File: src/rtl/pmod_switch_reader_if.sv
// rtl/pmod_switch_reader_if.sv - switch pins in, debounced levels and event strobes out
interface pmod_switch_reader_if #(
  parameter int N_SW = 2
);
  logic [N_SW-1:0] sw_in;
  logic [N_SW-1:0] sw_level;
  logic [N_SW-1:0] press_pulse;
  logic [N_SW-1:0] release_pulse;
  logic [N_SW-1:0] long_pulse;
  logic            tick;

  modport master (
    input  sw_in,
    output sw_level, press_pulse, release_pulse, long_pulse, tick
  );

  modport slave (
    output sw_in,
    input  sw_level, press_pulse, release_pulse, long_pulse, tick
  );
endinterface

File: src/rtl/pmod_switch_reader.sv
// rtl/pmod_switch_reader.sv - push-switch synchroniser, tick-based debouncer and press/release/long-press events
module pmod_switch_reader #(
  parameter int N_SW           = 2,
  parameter int TICK_DIV       = 10000,
  parameter int DEBOUNCE_TICKS = 20,
  parameter int LONG_TICKS     = 1000,
  parameter int ACTIVE_LOW     = 0
) (
  input logic                 sys_clk,
  input logic                 reset,
  pmod_switch_reader_if.master sw_bus
);

  localparam int PW = $clog2(TICK_DIV);
  localparam int DW = $clog2(DEBOUNCE_TICKS + 1);
  localparam int HW = $clog2(LONG_TICKS + 1);

  localparam logic              INVERT    = (ACTIVE_LOW != 0);
  localparam logic [N_SW-1:0]   IDLE_PIN  = INVERT ? '1 : '0;
  localparam logic              DEB_ONE   = (DEBOUNCE_TICKS == 1);
  localparam logic [PW-1:0]     PRE_LAST  = PW'(TICK_DIV - 1);
  localparam logic [PW-1:0]     PRE_TICK  = PW'(TICK_DIV - 2);
  localparam logic [DW-1:0]     DEB_LAST  = DW'(DEBOUNCE_TICKS - 1);
  localparam logic [HW-1:0]     HOLD_PRE  = HW'(LONG_TICKS - 2);
  localparam logic [HW-1:0]     HOLD_LAST = HW'(LONG_TICKS - 1);

  typedef enum logic [2:0] {
    S_IDLE,
    S_DEB_PRESS,
    S_HELD,
    S_LONG,
    S_DEB_REL
  } state_t;

  logic [PW-1:0]   pre_cnt;
  logic            tick_q;
  logic [N_SW-1:0] sync1;
  logic [N_SW-1:0] sync2;
  logic [N_SW-1:0] raw;

  state_t          state    [N_SW];
  logic [DW-1:0]   deb_cnt  [N_SW];
  logic [HW-1:0]   hold_cnt [N_SW];
  logic [N_SW-1:0] level_q;
  logic [N_SW-1:0] press_q;
  logic [N_SW-1:0] release_q;
  logic [N_SW-1:0] long_q;

  // tick is registered one count early so it is high while pre_cnt sits at TICK_DIV-1
  always_ff @(posedge sys_clk) begin
    if (reset) begin
      pre_cnt <= '0;
      tick_q  <= 1'b0;
    end else begin
      pre_cnt <= (pre_cnt == PRE_LAST) ? '0 : pre_cnt + 1'b1;
      tick_q  <= (pre_cnt == PRE_TICK);
    end
  end

  always_ff @(posedge sys_clk) begin
    if (reset) begin
      sync1 <= IDLE_PIN;
      sync2 <= IDLE_PIN;
    end else begin
      sync1 <= sw_bus.sw_in;
      sync2 <= sync1;
    end
  end

  assign raw = INVERT ? ~sync2 : sync2;

  always_ff @(posedge sys_clk) begin
    if (reset) begin
      for (int i = 0; i < N_SW; i++) begin
        state[i]    <= S_IDLE;
        deb_cnt[i]  <= '0;
        hold_cnt[i] <= '0;
      end
      level_q   <= '0;
      press_q   <= '0;
      release_q <= '0;
      long_q    <= '0;
    end else begin
      press_q   <= '0;
      release_q <= '0;
      long_q    <= '0;
      if (tick_q) begin
        for (int i = 0; i < N_SW; i++) begin
          case (state[i])
            S_IDLE: begin
              if (raw[i]) begin
                if (DEB_ONE) begin
                  state[i]    <= S_HELD;
                  level_q[i]  <= 1'b1;
                  press_q[i]  <= 1'b1;
                  hold_cnt[i] <= '0;
                end else begin
                  state[i]   <= S_DEB_PRESS;
                  deb_cnt[i] <= DW'(1);
                end
              end
            end
            S_DEB_PRESS: begin
              if (!raw[i]) begin
                state[i] <= S_IDLE;
              end else if (deb_cnt[i] == DEB_LAST) begin
                state[i]    <= S_HELD;
                level_q[i]  <= 1'b1;
                press_q[i]  <= 1'b1;
                hold_cnt[i] <= '0;
              end else begin
                deb_cnt[i] <= deb_cnt[i] + 1'b1;
              end
            end
            S_HELD, S_LONG: begin
              if (!raw[i]) begin
                if (DEB_ONE) begin
                  state[i]     <= S_IDLE;
                  level_q[i]   <= 1'b0;
                  release_q[i] <= 1'b1;
                end else begin
                  state[i]   <= S_DEB_REL;
                  deb_cnt[i] <= DW'(1);
                end
              end else if (state[i] == S_HELD) begin
                // hold_cnt stops at LONG_TICKS-1, which also marks "came from LONG" for DEB_REL
                if (hold_cnt[i] == HOLD_PRE) begin
                  state[i]    <= S_LONG;
                  long_q[i]   <= 1'b1;
                  hold_cnt[i] <= HOLD_LAST;
                end else begin
                  hold_cnt[i] <= hold_cnt[i] + 1'b1;
                end
              end
            end
            S_DEB_REL: begin
              if (raw[i]) begin
                state[i] <= (hold_cnt[i] == HOLD_LAST) ? S_LONG : S_HELD;
              end else if (deb_cnt[i] == DEB_LAST) begin
                state[i]     <= S_IDLE;
                level_q[i]   <= 1'b0;
                release_q[i] <= 1'b1;
              end else begin
                deb_cnt[i] <= deb_cnt[i] + 1'b1;
              end
            end
            default: state[i] <= S_IDLE;
          endcase
        end
      end
    end
  end

  assign sw_bus.sw_level      = level_q;
  assign sw_bus.press_pulse   = press_q;
  assign sw_bus.release_pulse = release_q;
  assign sw_bus.long_pulse    = long_q;
  assign sw_bus.tick          = tick_q;

endmodule

File: src/flat_wrapper.sv
// flat-port wrapper written by rule: the top's interface ports become plain ports
module pmod_switch_reader_flat 
#(
  parameter int N_SW           = 2,
  parameter int TICK_DIV       = 10000,
  parameter int DEBOUNCE_TICKS = 20,
  parameter int LONG_TICKS     = 1000,
  parameter int ACTIVE_LOW     = 0
)
  (sys_clk, reset, sw_bus_sw_in, sw_bus_sw_level, sw_bus_press_pulse, sw_bus_release_pulse, sw_bus_long_pulse, sw_bus_tick);
  pmod_switch_reader_if #(.N_SW(N_SW)) sw_bus_i ();
  input logic sys_clk;
  input logic reset;
  input wire logic [$bits(sw_bus_i.sw_in)-1:0] sw_bus_sw_in;
  output wire logic [$bits(sw_bus_i.sw_level)-1:0] sw_bus_sw_level;
  output wire logic [$bits(sw_bus_i.press_pulse)-1:0] sw_bus_press_pulse;
  output wire logic [$bits(sw_bus_i.release_pulse)-1:0] sw_bus_release_pulse;
  output wire logic [$bits(sw_bus_i.long_pulse)-1:0] sw_bus_long_pulse;
  output wire logic [$bits(sw_bus_i.tick)-1:0] sw_bus_tick;
  assign sw_bus_i.sw_in = sw_bus_sw_in;
  assign sw_bus_sw_level = sw_bus_i.sw_level;
  assign sw_bus_press_pulse = sw_bus_i.press_pulse;
  assign sw_bus_release_pulse = sw_bus_i.release_pulse;
  assign sw_bus_long_pulse = sw_bus_i.long_pulse;
  assign sw_bus_tick = sw_bus_i.tick;
  pmod_switch_reader #(.N_SW(N_SW), .TICK_DIV(TICK_DIV), .DEBOUNCE_TICKS(DEBOUNCE_TICKS), .LONG_TICKS(LONG_TICKS), .ACTIVE_LOW(ACTIVE_LOW)) u_core (.sys_clk(sys_clk), .reset(reset), .sw_bus(sw_bus_i));
endmodule
File: config.mk
export PLATFORM = sky130hd
export DESIGN_NAME = pmod_switch_reader_flat
export DESIGN_NICKNAME = d
export VERILOG_FILES = /design/src/rtl/pmod_switch_reader_if.sv /design/src/rtl/pmod_switch_reader.sv /design/src/flat_wrapper.sv
export SDC_FILE = /design/constraint.sdc
export NUM_CORES = 1
export LEC_CHECK = 0
export ABC_AREA = 1
export BUFFER_PORTS_ARGS = -buffer_cell sky130_fd_sc_hd__buf_2
export CAP_MARGIN = 20
export CORE_UTILIZATION = 60
export CTS_BUF_LIST = sky130_fd_sc_hd__clkbuf_8
export CTS_CLUSTER_DIAMETER = 100
export DETAILED_ROUTE_END_ITERATION = 8
export PLACE_DENSITY = 0.89
export SLEW_MARGIN = 20
export SYNTH_ARGS = -nofsm -noshare
export SYNTH_HDL_FRONTEND = slang
export SYNTH_SLANG_ARGS = --single-unit
File: constraint.sdc
create_clock -name sys_clk -period 3.4 [get_ports sys_clk]
set_input_delay 0.34 -clock sys_clk [delete_from_list [all_inputs] [get_ports sys_clk]]
set_output_delay 0.34 -clock sys_clk [all_outputs]
set_load 0.02 [all_outputs]
==> run summary, run 1 <==
internal power - 1.186 mW
first-pass GRT wire length - 10,410 um
initial antenna violation count - 0
layout cell share with drive strength beyond 1 - 13.37%
nets@finish - 426
Routed wire per std cell - 12.44 um
Yosys top cell by area - edfxtp_1
LEAKAGE - 1.507 nW
Simple-Gate Fraction of Synth Area - 31.45%
main combinational cell family by area after synthesis - simple AND/OR/NAND/NOR gates
Fin. Hold Viols - 0
Fmax - 0.5212 GHz
Gate power share - 5.1%
Clock power frac - 39.1%
DRT Pass-1 Iters - 4
clk buf depth - 2
total grt overflow - 0
Synth Area in Compound Gates - 6.587%
critical-path cell with the highest stage delay - nand3_1
via count of the routed design - 2,634
Yosys top cell area share - 32.15%
Post-CTS Setup Repair Bufs - 0
min-delay worst type - input pin to register
Syn Inst Count - 395
Sw Ratio - 22.88%
Die Wd - 76.86 um
register area share after synthesis - 48.23%
Ports - 13
endpoint of the worst hold path - u_core.sync1[0]
Max-Cap Viols - 0
vias in the first global route - 2,390
Reg2Reg Capture Point - u_core.hold_cnt[0][6]
hold_buf cts - 0
Max rail drop VDD - 0.3700 mV
Via density - 5.387
Setup Viol. Count Final - 0
CTS tree - done
Worst Path Required - 3.38 ns
Hold Crit Depth - 3
# rows - 26
worst clock skew - 0.01171 ns
Tcrit/Tclk final - 56.43%
Post-Synth Adder-Cell Area - 2.977%
Sink Count - 63
routability cong. - 0.8901
DRT iter0 DRCs - 153
Arr. time, crit path - 1.89 ns
DR DRC count - 0
P_sw - 0.3519 mW
number of CTS-inserted buffers - 9
Syn Nets - 407
Largest delay share family, worst path - simple AND/OR/NAND/NOR gates
Final ANT Viol Nets - 0
Hold Startpoint - sw_bus_sw_in[0]
die area - 5907 um^2
PD cells - 420.3 nW/um^2
Critical Path Max Stage Delay - 0.40 ns
register-to-register setup slack - 1.48 ns
post-synthesis xor/xnor area fraction - 3.126%
sequential power share - 55.8%
Worst Path Max Fanout - 10
I/O Buffers - 12
ANT cells - 0
Power, Total - 1.538 mW
RSZ-0062 raised after global routing - false
Worst setup SP type - register
GRT Resource Usage Total - 22.56%
Slew HR - 59.92%
CP bufs+invs - 0
Netlist cell types - 38
Setup TNS - 0 ns
Core Region - 5238 um^2
outcome - complete, no violations
commonest non-fill, non-tap cell in the layout - nand2_1
Avg Cell Area, Syn - 8.511 um^2
clk_lat worst skew - 0.34 ns
fin crit period - 1.919 ns
Cell Chain, Critical Path - ha_1, nand2_1, nor2_1, nand3_2, nand3_1
Initial Util - 64.19%
commonest cells after routing, fill and taps aside - nand2_1, inv_1, nor2_1
slew at the pin closest to its max-slew limit - 0.6012 ns
post-CTS sizing - 0
Yosys reg bits - 63
Clock Pin Slew Worst Setup and Hold Paths - 0.07 ns
mux cell area share after synthesis - 0%
CP Capture Type - register
Worst Reg-to-Reg Cells - 5
Clk Tree Root Cell - clkbuf_8
synth warn - 0
Slew Limit Fails - 0
largest net degree at the start of global routing - 15
crit path kind - register to register
mapped cell area - 3362 um^2
H-tree depth - 3
Chip Height - 76.86 um
Final HPWL DP - 4513 um
aggregate routed wire length - 6083 um
synth top area cells - edfxtp_1, dfxtp_1, nand2_1
r2r startpoint - u_core.deb_cnt[0][0]
Syn-to-layout area delta - 8.857%
==> per-layer routing <==
| metal | GRT usage (%) | routed length (um) | share of wire (%) |
|---|---|---|---|
| met2 | 35.89 | 2984 | 49 |
| met3 | 8.452 | 275 | 4.5 |
| met5 | 0 | 0 | 0 |
| met1 | 27.81 | 2769 | 46 |
| met4 | 8.269 | 53 | 0.87 |
==> registers in the layout, summed over array words and instances, names as in the netlist <==
name,flops
u_core.raw,2
u_core.hold_cnt,20
u_core.deb_cnt,10
u_core.sw_bus.sw_level,2
u_core.sw_bus.long_pulse,2
u_core.sw_bus.release_pulse,2
u_core.sw_bus.press_pulse,2
u_core.sw_bus.tick,1
u_core.sync1,2
u_core.pre_cnt,14
u_core.state,6
==> power by group through the flow <==
stage                     Sequential [mW]  Combinational [mW]  Clock [mW]
after global routing                0.862              0.0890       0.645
after global placement              0.872              0.0730           0
final                               0.858              0.0782       0.602
after detailed placement            0.874              0.0771           0
after floorplan                     0.867              0.0634           0
after CTS                           0.857              0.0786       0.618
==> tightest hold or removal path, stage by stage <==
cell and delay, ns:
buf_2 0.07, inv_1 0.04, nor2_1 0.07
==> synthesized netlist by cell type, drive strengths merged <==
cell type and number:
nor3 18, buf 4, nand4 9, nor2 58
nor3b 4, xnor2 6, nor4 1, edfxtp 36
o31ai 1, dfxtp 27, clkinv 1, o211ai 1
ha 8, or2 7, nand3 44, o21ai 4
nand3b 2, a41oi 1, inv 59, a21o 1
a21oi 27, nand2 69, o21a 1, xor2 6
==> worst max-delay path by stage <==
| stage | start | end | slack, ns | cells past startpoint |
|---|---|---|---|---|
| 2_1_floorplan | u_core.deb_cnt[1][0] | u_core.deb_cnt[1][0] | 1.70 | 7 |
| 3_3_place_gp | reset | u_core.hold_cnt[1][9] | 1.46 | 6 |
| 3_5_place_dp | reset | u_core.hold_cnt[1][5] | 1.37 | 6 |
| 4_1_cts | u_core.deb_cnt[1][0] | u_core.deb_cnt[1][2] | 1.49 | 7 |
| 5_1_grt | u_core.deb_cnt[1][0] | u_core.deb_cnt[1][2] | 1.33 | 7 |
| 6_report | u_core.deb_cnt[0][0] | u_core.hold_cnt[0][6] | 1.48 | 5 |
==> logic make-up (layout without fill, tap and decap cells) <==
logic type / after synthesis / in the layout
adders and majority gates: 8 / 8
and+or+nand+nor: 212 / 212
AOI/OAI and AO/OA: 36 / 36
buffers and inverters: 64 / 88
DFF: 63 / 63
xor gates and xnor gates: 12 / 12
==> final cells by class <==
class / count / area (um^2)
Multi-Input combinational cell: 268 / 1484
Sequential cell: 63 / 1622
Tap cell: 70 / 87.58
Timing Repair Buffer: 12 / 60.06
Clock inverter: 7 / 57.56
Inverter: 60 / 225.2
Fill cell: 406 / 1578
Clock buffer: 9 / 123.9
==> per-stage QoR <==
step / area (um^2) / setup slack [ns] / instances / util [%] / hold WS (ns)
6_report: 3660 / 1.481 / 489 / 69.88 / 0.2070
5_1_grt: 3660 / 1.326 / 489 / 69.88 / 0.2005
4_1_cts: 3660 / 1.490 / 489 / 69.88 / 0.1918
3_5_place_dp: 3478 / 1.368 / 473 / 66.41 / 0.4025
3_3_place_gp: 3478 / 1.456 / 473 / 66.41 / 0.3920
2_1_floorplan: 3362 / 1.697 / 395 / - / 0.3883
Power figures use the tool's default switching activity.
==> run 2, diff against run 1 <==
==> constraint.sdc (replaced) <==
create_clock -name sys_clk -period 1.95 [get_ports sys_clk]
set_input_delay 0.195 -clock sys_clk [delete_from_list [all_inputs] [get_ports sys_clk]]
set_output_delay 0.195 -clock sys_clk [all_outputs]
set_load 0.02 [all_outputs]
==> run 2 against run 1 <==
Effect of this change:
- die area unchanged
- final cell count grew 1.8%
- first-iteration DRC count is 34% higher
- final area grew 3.5%
- total power grew 90%
- wire length is 2.8% higher
- global-route usage up 0.39 points
- largest cell class unchanged
==> run summary, run 2 (synthesized netlist as in run 1, its figures left out) <==
crit path kind - register to register
Chip Height - 76.86 um
Arr. time, crit path - 1.86 ns
slew at the pin closest to its max-slew limit - 0.3825 ns
Slew Limit Fails - 0
fin crit period - 1.826 ns
critical-path cell with the highest stage delay - edfxtp_1
total grt overflow - 0
Slew HR - 74.30%
sequential cell area - 1622 um^2
Worst setup SP type - register
final instance area - 3786 um^2
Die Wd - 76.86 um
FILL cells - 385
worst clock skew - 0.01247 ns
clk buf depth - 2
Clk Tree Root Cell - clkbuf_8
biggest regs - u_core.hold_cnt: 20 flops, u_core.pre_cnt: 14 flops, u_core.deb_cnt: 10 flops
Clock Pin Slew Worst Setup and Hold Paths - 0.07 ns
Cell Chain, Critical Path - ha_1, nand2_1, nor3_4, buf_4, o211ai_4, nand3b_1
Tcrit/Tclk final - 93.66%
DR DRC count - 0
Syn-to-layout area delta - 12.62%
Layout Cells excl Fill - 498
Routed wire per std cell - 12.55 um
# rows - 26
ANT cells - 0
PD cells - 770.2 nW/um^2
via count of the routed design - 2,665
Final ANT Viol Nets - 0
Ports - 13
Initial Util - 64.19%
DRT Pass-1 Iters - 4
I/O Buffers - 12
largest net degree at the start of global routing - 12
commonest cells after routing, fill and taps aside - nand2_1, inv_1, nor2_1
Placed Area - 3551 um^2
Max rail drop VDD - 0.6839 mV
min-delay worst type - input pin to register
placed cells - 481
outcome - complete, no violations
GRT Resource Usage Total - 22.95%
Final HPWL DP - 4643 um
Hold Crit Depth - 3
area occupied by multi-input gates - 1489 um^2
Worst Path Required - 1.98 ns
first-pass GRT wire length - 10,540 um
nets@finish - 435
hold_buf cts - 0
Critical Path Max Stage Delay - 0.42 ns
CP Capture Type - register
initial antenna violation count - 0
Via density - 5.351
H-tree depth - 3
Fmax - 0.5475 GHz
layout cell share with drive strength beyond 1 - 15.89%
vias in the first global route - 2,486
aggregate routed wire length - 6251 um
routability cong. - 0.8864
Sink Count - 63
number of CTS-inserted buffers - 9
max reg flops - 20
LEAKAGE - 1.568 nW
Core Region - 5238 um^2
Final Util - 72.29%
Setup TNS - 0 ns
Max-Cap Viols - 0
RSZ-0062 raised after global routing - false
Worst Path Max Fanout - 7
die area - 5907 um^2
Setup Viol. Count Final - 0
clk_lat worst skew - 0.35 ns
DRT iter0 DRCs - 205
Fin. Hold Viols - 0
commonest non-fill, non-tap cell in the layout - nand2_1
CTS tree - done
Worst Reg-to-Reg Cells - 6
Largest Register - u_core.hold_cnt
run 2: critical path: cells and delay by family (launching register included):
| kind | cells | cell delay (ns) |
|---|---|---|
| fa+ha+maj | 1 | 0.25 |
| compound gates | 1 | 0.24 |
| flops | 1 | 0.42 |
| simple gates | 3 | 0.45 |
| buf+inv | 1 | 0.16 |
run 2: area by class of cell:
type	count	area share, %
clock buffers	10	3.635
clock inverters	6	2.247
inverters	60	5.948
multi-input cells	268	39.33
flip-flops and latches	63	42.83
well taps	70	2.313
repair buffers	21	3.701
run 2: worst paths after layout:
| check | from | endpoint | slack, ns |
|---|---|---|---|
| setup / recovery | u_core.deb_cnt[1][0] | u_core.deb_cnt[1][0] | 0.12 |
| setup reg to reg | u_core.deb_cnt[1][0] | u_core.deb_cnt[1][0] | 0.12 |
| hold reg to reg | u_core.sync1[1] | u_core.raw[1] | 0.41 |
| hold / removal | sw_bus_sw_in[0] | u_core.sync1[0] | 0.07 |
run 2: repair_timing:
item / 4_1_cts / 5_1_grt
gates resized for setup: 0 / 1
hold endpoints to repair: 0 / 0
setup buffers: 0 / 1
endpoints found under the setup margin: 0 / 5
run 2: metrics by stage:
step | hold WS, ns | power (mW) | worst slack (ns)
after floorplan | 0.2662 | 1.622 | 0.2468
after global placement | 0.3913 | 1.661 | 0.1716
after detailed placement | 0.3953 | 1.670 | 0.07609
after CTS | 0.05347 | 2.929 | 0.07022
after global routing | 0.07888 | 3.007 | 0.01828
final | 0.06865 | 2.916 | 0.1236
run 2: power breakdown:
part	switching (mW)	leakage, nW	internal, mW	total (mW)
Clock	0.523	0.114	0.750	1.27
Sequential	0.0457	0.560	1.45	1.50
Combinational	0.0910	0.894	0.0572	0.148
Total	0.660	1.57	2.26	2.92
run 2: per-layer routing:
layer / vias up / global-route usage (%) / routed length, um
met3: 8 / 4.286 / 215
met1: 1239 / 27.83 / 2823
li1: 1363 / - / -
met4: 0 / 13.27 / 104
met2: 55 / 38.04 / 3107
met5: - / 0 / 0
==> run 3, diff against run 2 <==
==> constraint.sdc (replaced) <==
create_clock -name sys_clk -period 1.95 [get_ports sys_clk]
set_input_delay 0 -clock sys_clk [delete_from_list [all_inputs] [get_ports sys_clk]]
set_output_delay 0 -clock sys_clk [all_outputs]
set_load 0.02 [all_outputs]
==> run 3 against run 2 <==
Effect of this change:
- clock skew fell by 0.0053 ns
- combinational power is 7% higher
- wire length rose by 3.6%
- register-to-register slack barely moved
- sequential cell count stayed put
- sequential share of layout area is 0.13 points higher
- sequential power hardly changed
- worst hold slack better by 0.33 ns
- via count rose by 1.7%
- die area unchanged
- critical path type unchanged
- largest power group unchanged
- highest routed layer unchanged
==> run summary, run 3 (synthesized netlist as in run 1, its figures left out) <==
Tcrit/Tclk final - 94.22%
Final HPWL DP - 4617 um
Setup Viol. Count Final - 0
Routed wire per std cell - 12.82 um
fin crit period - 1.837 ns
Slew HR - 72.72%
r2r startpoint - u_core.deb_cnt[1][1]
Fmax - 0.5443 GHz
Worst setup SP type - register
via count of the routed design - 2,709
Final Worst Setup Slack - 0.1127 ns
Via density - 5.364
clk_lat worst skew - 0.34 ns
worst clock skew - 0.007132 ns
vias in the first global route - 2,538
met2 Usage GRT - 39.91%
slew at the pin closest to its max-slew limit - 0.4060 ns
aggregate routed wire length - 6474 um
Placed Area - 3531 um^2
ANT cells - 0
routing usage on met1 - 30.18%
biggest regs - u_core.hold_cnt: 20 flops, u_core.pre_cnt: 14 flops, u_core.deb_cnt: 10 flops
Sw Ratio - 24.44%
H-tree depth - 3
layout cell share with drive strength beyond 1 - 16.55%
die area - 5907 um^2
total grt overflow - 0
Worst Path Max Fanout - 6
max reg flops - 20
Hold WS - 0.4009 ns
# rows - 26
dpl ws - 0.02886 ns
Clock Pin Slew Worst Setup and Hold Paths - 0.07 ns
register-to-register setup slack - 0.11 ns
Power, Total - 2.584 mW
Sink Count - 63
GRT Resource Usage Total - 24.05%
Max rail drop VDD - 0.4992 mV
LEAKAGE - 1.574 nW
DR DRC count - 0
clk buf depth - 2
Gate power share - 6.1%
commonest cells after routing, fill and taps aside - nand2_1, inv_1, nor2_1
Final Util - 72.07%
initial antenna violation count - 0
PD cells - 684.4 nW/um^2
Die Wd - 76.86 um
P_sw - 0.6314 mW
Ports - 13
commonest non-fill, non-tap cell in the layout - nand2_1
Max-Cap Viols - 0
Fin. Hold Viols - 0
largest net degree at the start of global routing - 12
Syn-to-layout area delta - 12.28%
Arr. time, crit path - 1.88 ns
crit path kind - register to register
Reg2Reg Capture Point - u_core.deb_cnt[1][2]
RSZ-0062 raised after global routing - true
outcome - complete, no violations
Core Region - 5238 um^2
Clk Tree Root Cell - clkbuf_8
endpoint of the worst hold path - u_core.raw[1]
I/O Buffers - 12
final instance area - 3775 um^2
first-pass GRT wire length - 11,140 um
Chip Height - 76.86 um
number of CTS-inserted buffers - 9
met3 Use GR - 4.524%
Clock power frac - 36.0%
Largest Register - u_core.hold_cnt
global route hottest layer - met2
Final ANT Viol Nets - 0
routability cong. - 0.9091
min-delay worst type - register to register
Hold Startpoint - u_core.sync1[1]
nets@finish - 442
Worst Reg-to-Reg Cells - 7
Hold Crit Depth - 2
Worst Path Required - 1.99 ns
internal power - 1.952 mW
DRT Pass-1 Iters - 5
CP Capture Type - register
CTS tree - done
Slew Limit Fails - 0
Initial Util - 64.19%
DRT iter0 DRCs - 225
sequential power share - 57.9%
## run 3: critical path, cell delays in order (launching register included)
cell,delay [ns]
edfxtp_1,0.36
ha_2,0.21
nand2_2,0.07
nor3_4,0.33
inv_2,0.07
nand2_2,0.08
o211ai_4,0.10
nand3b_1,0.30
## run 3: per-stage QoR
step	cells	setup TNS, ns
floorplan	395	0
global placement	480	0
detailed placement	480	0
CTS	501	0
global route	505	-0.08394
finish	505	0
## run 3: final cells by class
type                            instances  area, um^2
Fill cell                             391        1463
Multi-Input combinational cell        268        1491
Sequential cell                        63        1622
Timing Repair Buffer                   28       192.7
Clock buffer                            9       123.9
Clock inverter                          7       32.53
Inverter                               60       225.2
Tap cell                               70       87.58
## run 3: metal layers
layer	share of wire [%]	wire (um)
met1	45	2922
met3	5.5	354
met4	1.4	89
met2	48	3108
met5	0	0
## run 3: power groups by stage
stage / logic [mW] / registers [mW] / clock network [mW]
floorplan: 0.111 / 1.51 / 0
global placement: 0.137 / 1.52 / 0
detailed placement: 0.141 / 1.52 / 0
CTS: 0.153 / 1.50 / 0.938
global route: 0.179 / 1.50 / 1.00
finish: 0.158 / 1.50 / 0.930
## run 3: repair_timing
item                       4_1_cts  5_1_grt
hold buffers                     5        0
buffers inserted                 0        4
hold endpoints to repair         5        0
resized for setup                0        4
setup endpoints to repair        0        5
## run 3: worst max-delay path by stage
stage,start,to,cells past startpoint
after global routing,u_core.deb_cnt[1][1],u_core.deb_cnt[1][2],7
after floorplan,u_core.deb_cnt[1][0],u_core.deb_cnt[1][0],7
after detailed placement,u_core.deb_cnt[1][0],u_core.deb_cnt[1][3],7
after CTS,u_core.deb_cnt[1][0],u_core.deb_cnt[1][2],7
after global placement,u_core.deb_cnt[1][0],u_core.deb_cnt[1][3],7
final,u_core.deb_cnt[1][1],u_core.deb_cnt[1][2],7
